## src/rtl/hazard_ctrl.sv

```systemverilog
// hazard_ctrl: ID-side pipeline sequencer for load-use stalls, EX redirects and memory-wait freezes
module hazard_ctrl #(
  parameter int CNT_W = 32
) (
  input  logic             clk,
  input  logic             rst,
  input  logic             id_valid,
  input  logic [6:0]       id_opcode,
  input  logic [4:0]       id_rs1_addr,
  input  logic [4:0]       id_rs2_addr,
  input  logic             ex_mem_read,
  input  logic [4:0]       ex_rd_addr,
  input  logic             ex_redirect,
  input  logic [31:0]      ex_redirect_pc,
  input  logic             imem_ready,
  input  logic             dmem_req,
  input  logic             dmem_ready,
  output logic             imm_type,
  output logic             pc_write,
  output logic             pc_redir_valid,
  output logic [31:0]      pc_redir,
  output logic             ifid_write,
  output logic             ifid_flush,
  output logic             idex_flush,
  output logic             pipe_freeze,
  output logic             memwb_bubble,
  output logic [CNT_W-1:0] stall_cnt,
  output logic [CNT_W-1:0] flush_cnt
);
  typedef enum logic {RUN, DWAIT} state_t;
  state_t           state_q, state_d;
  logic             redir_pend_q, redir_pend_d;
  logic [31:0]      redir_pc_q, redir_pc_d;
  logic [CNT_W-1:0] stall_cnt_q, flush_cnt_q;
  logic             use_rs1, use_rs2, load_use;
  logic             run, dstall, freeze, redir, lu, im;
  logic [31:0]      target;
  assign imm_type = id_opcode inside {7'b0000011, 7'b0010011, 7'b0100011, 7'b1100011,
                                      7'b0110111, 7'b0010111, 7'b1101111, 7'b1100111};
  assign use_rs1  = !(id_opcode inside {7'b0110111, 7'b0010111, 7'b1101111});
  assign use_rs2  = id_opcode inside {7'b0110011, 7'b0100011, 7'b1100011};
  assign load_use = id_valid & ex_mem_read & (ex_rd_addr != 5'd0) &
                    ((use_rs1 & (id_rs1_addr == ex_rd_addr)) | (use_rs2 & (id_rs2_addr == ex_rd_addr)));
  always_comb begin
    run            = state_q == RUN;
    dstall         = dmem_req & !dmem_ready;
    freeze         = run ? dstall : !dmem_ready;
    redir          = run ? (!dstall & ex_redirect) : (dmem_ready & redir_pend_q);
    target         = run ? ex_redirect_pc : redir_pc_q;
    lu             = !freeze & !redir & load_use;
    im             = !freeze & !redir & !load_use & !imem_ready;
    pc_write       = !(freeze | lu | im);
    ifid_write     = !(freeze | lu);
    ifid_flush     = redir | im;
    idex_flush     = redir | lu;
    pipe_freeze    = freeze;
    memwb_bubble   = freeze;
    pc_redir_valid = redir;
    pc_redir       = redir ? target : 32'd0;
    state_d        = run ? (dstall ? DWAIT : RUN) : (dmem_ready ? RUN : DWAIT);
    redir_pend_d   = (run & dstall & ex_redirect) ? 1'b1 : (!run & dmem_ready) ? 1'b0 : redir_pend_q;
    redir_pc_d     = (run & dstall & ex_redirect) ? ex_redirect_pc : redir_pc_q;
  end
  always_ff @(posedge clk) begin
    if (rst) begin
      state_q      <= RUN;
      redir_pend_q <= 1'b0;
      redir_pc_q   <= 32'd0;
      stall_cnt_q  <= '0;
      flush_cnt_q  <= '0;
    end else begin
      state_q      <= state_d;
      redir_pend_q <= redir_pend_d;
      redir_pc_q   <= redir_pc_d;
      if (!pc_write && !(&stall_cnt_q)) stall_cnt_q <= stall_cnt_q + CNT_W'(1);
      if (redir && !(&flush_cnt_q)) flush_cnt_q <= flush_cnt_q + CNT_W'(1);
    end
  end
  assign stall_cnt = stall_cnt_q;
  assign flush_cnt = flush_cnt_q;
endmodule

```

## config.mk

```make
export PLATFORM = sky130hd
export DESIGN_NAME = hazard_ctrl
export DESIGN_NICKNAME = d
export VERILOG_FILES = /design/src/rtl/hazard_ctrl.sv
export SDC_FILE = /design/constraint.sdc
export NUM_CORES = 1
export LEC_CHECK = 0
export ABC_AREA = 0
export CAP_MARGIN = 20
export CORE_ASPECT_RATIO = 0.6
export CORE_MARGIN = 2
export CORE_UTILIZATION = 25
export DETAILED_ROUTE_END_ITERATION = 10
export SYNTH_ARGS = -nofsm -noshare
export SYNTH_HDL_FRONTEND = slang
export SYNTH_SLANG_ARGS = --single-unit
```

## constraint.sdc

```tcl
create_clock -name clk -period 3.6 [get_ports clk]
set_input_delay 0.9 -clock clk [delete_from_list [all_inputs] [get_ports clk]]
set_output_delay 0.9 -clock clk [all_outputs]
set_load 0.02 [all_outputs]
```

==> flow_summary.toml <==
[timing]
relSlewSlack = 0.4902
worst_slack_ps = 49.56
holdWs_ps = 453.1
fmax_ghz = 0.2817
fin_worst_skew_ps = 7.095
finalHoldViolations = 0
slew_viol_final = 0
tightestPinTransition_ps = 754.0
period_share = 0.9862
period_needed_ps = 3550
setup_viol = 0

[layout]
fill_cells = 2099
final_cell_mix = "114 x clkdlybuf4s50_1, 105 x nor2_1, 100 x nand2_1"
final_common_cell = "clkdlybuf4s50_1"
final_cell_area_um2 = 7516
antenna_cells = 0
area_growth_pct = 49.35
final_nets = 876
drive_above_1_share = 0.1127
multiInputGateArea_um2 = 2930
layout.cells.non_filler = 1089
seq_area_um2 = 1963

[yosys]
seq_area_frac_synth = 0.3899
ys_ff_latch = 98
netlist_area_um2 = 5032
ys_warn_count = 0
netlist_instances = 632
synth_fp_nets = 696
syn_area_per_cell_um2 = 7.963
ys_types = 50

[placement]
dpl.cell_count = 1066
hpwl_mm = 11.09
placed_area_um2 = 7116
dpl_worst_slack_ps = -738.7
place.gp.congestion = 0.7838
io_buffers = 165

[floorplanning]
io_pins = 166
die_h_um = 113.9
core.rowCount = 40
initial_core_util = 0.2533
dieArea_um2 = 21320
die_x_um = 187.2
core_area_um2 = 19870

[power]
p_per_area_nw_per_um2 = 330.6
ir_worst_vdd_mv = 0.1881
p_leak_nw = 2.881
p_total_mw = 2.485

[clocking]
clock_sinks = 98
cts_buffers = 9
cts_max_path_buffers = 2
postCtsHoldBufs = 0
h-tree-depth = 3
path_clk_slew_ps = 60
cts_root_buf = "clkbuf_16"
tritoncts = "yes"
clk_latency_ps = 350

[critical_path]
timing.rr.end = "stall_cnt[23]$_SDFFE_PP0P_"
cp.required_ps = 2700
r2r_setup_slack_ps = 940
startpoint = "dmem_ready"
crit_end = "pc_redir[27]"
cp.arrival_ps = 2650
crit_path_end_kind = "primary output"
cp_max_fo = 17
crit_type = "input port to primary output"
start_kind = "input port"
r2r_cells = 7
reg2reg_from = "stall_cnt[12]$_SDFFE_PP0P_"

[grt]
grt_max_degree = 63
grtUsageTotal = 0.1432
grt_pass1_wl_mm = 24.03
antenna_found_initial = 0
grt.overflow.total = 0
grt_pass1_vias = 4395

[job]
cap_violations = 0

[route]
viasPerCell = 4.434
drcViolationCount = 0
wire_per_inst_um = 14.05
ant_nets = 0
wl_mm = 15.30
vias = 4829
drtIter0Drc = 225
drt-pass1-iter-count = 4

[min_path]
min_from = "redir_pc_q[20]$_SDFFE_PP0P_"
hp-class = "flop to flop"

[outcome]
outcome = "completed"
[critical path, stage by stage]
cell and delay [ps]:
clkdlybuf4s50_1 550, nand2b_1 200, a21boi_4 90, buf_12 160, nor2_1 110, clkdlybuf4s50_1 650
[what timing repair did]
item,CTS,global route
pin swaps,11,12
gates resized for setup,67,22
setup buffers,6,1
endpoints found under the setup margin,22,20
hold endpoints to repair,0,0
gates cloned,1,0
[registers in the layout (all words and copies together), names as in the netlist]
| signal | count |
|---|---|
| redir_pc_q | 32 |
| redir_pend_q | 1 |
| state_q | 1 |
| flush_cnt | 32 |
| stall_cnt | 32 |
[metal layers]
| metal | global-route usage | vias to the layer above | share of wire |
|---|---|---|---|
| met5 | 0 | - | 0 |
| met4 | 0.03545 | 0 | 0.0077 |
| met3 | 0.06554 | 13 | 0.090 |
| met2 | 0.1827 | 142 | 0.36 |
| met1 | 0.2110 | 2180 | 0.54 |
| li1 | - | 2494 | - |
[report_power, final]
group	internal (mW)	switching (mW)	total [mW]
Clock	0.573	0.420	0.993
Combinational	0.183	0.195	0.379
Sequential	1.10	0.0119	1.11
Total	1.86	0.628	2.49
[kinds of logic (layout without fill, tap and decap cells)]
| kind of cell | after synthesis | after routing | share of synthesized area |
|---|---|---|---|
| simple gates | 334 | 334 | 0.3155 |
| xor+xnor | 63 | 63 | 0.1096 |
| buf+inv | 43 | 227 | 0.03854 |
| fa+ha+maj | 2 | 2 | 0.004972 |
| mux | 38 | 38 | 0.07732 |
| compound gates | 54 | 54 | 0.06415 |
| flops | 98 | 98 | 0.3899 |
[per-stage QoR]
step	TNS, ps	utilization
2_1_floorplan	0	-
3_5_place_dp	-5293	0.3581
3_3_place_gp	-4797	0.3581
5_1_grt	-6.270	0.3783
4_1_cts	0	0.3758
6_report	0	0.3783
[area by class of cell]
type | count | area share
clock inverters | 4 | 0.006825
repair buffers | 204 | 0.2590
flip-flops and latches | 98 | 0.2612
inverters | 8 | 0.003995
multi-input cells | 491 | 0.3899
well taps | 273 | 0.04545
clock buffers | 11 | 0.03363
[how the worst min path moves through the flow]
stage | to | slack (ps) | cells past startpoint
after floorplan | redir_pc_q[0]$_SDFFE_PP0P_ | 440 | 2
after global placement | redir_pc_q[27]$_SDFFE_PP0P_ | 440 | 2
after detailed placement | redir_pc_q[21]$_SDFFE_PP0P_ | 450 | 2
after CTS | redir_pc_q[31]$_SDFFE_PP0P_ | 460 | 2
after global routing | redir_pc_q[0]$_SDFFE_PP0P_ | 480 | 2
final | redir_pc_q[20]$_SDFFE_PP0P_ | 450 | 2
[synthesized netlist by cell type, drive strengths merged]
master | instances | share of area
and2 | 2 | 0.0025
a21oi | 41 | 0.041
and3 | 16 | 0.021
nor2 | 107 | 0.080
or3b | 1 | 0.0017
o41a | 1 | 0.0022
nor2b | 6 | 0.0075
nand4 | 19 | 0.026
o21ai | 4 | 0.0040
a221oi | 1 | 0.0017
a211oi | 1 | 0.0015
or3 | 4 | 0.0050
nand2 | 103 | 0.078
nor4b | 1 | 0.0017
xnor2 | 14 | 0.024
mux2 | 4 | 0.0097
nand3 | 40 | 0.042
a21boi | 1 | 0.0022
nor3 | 11 | 0.011
o31ai | 1 | 0.0015
nand4b | 4 | 0.0070
nor4 | 6 | 0.0087
a41oi | 2 | 0.0072
o2111ai | 1 | 0.0017
buf | 11 | 0.015
nand3b | 1 | 0.0015
dfxtp | 98 | 0.39
nand2b | 2 | 0.0025
clkbuf | 24 | 0.018
or4 | 4 | 0.0082
inv | 8 | 0.0060
a31oi | 1 | 0.0012
ha | 2 | 0.0050
and4 | 5 | 0.0087
mux2i | 34 | 0.068
or2 | 2 | 0.0025
xor2 | 49 | 0.085
Power figures use the tool's default switching activity.
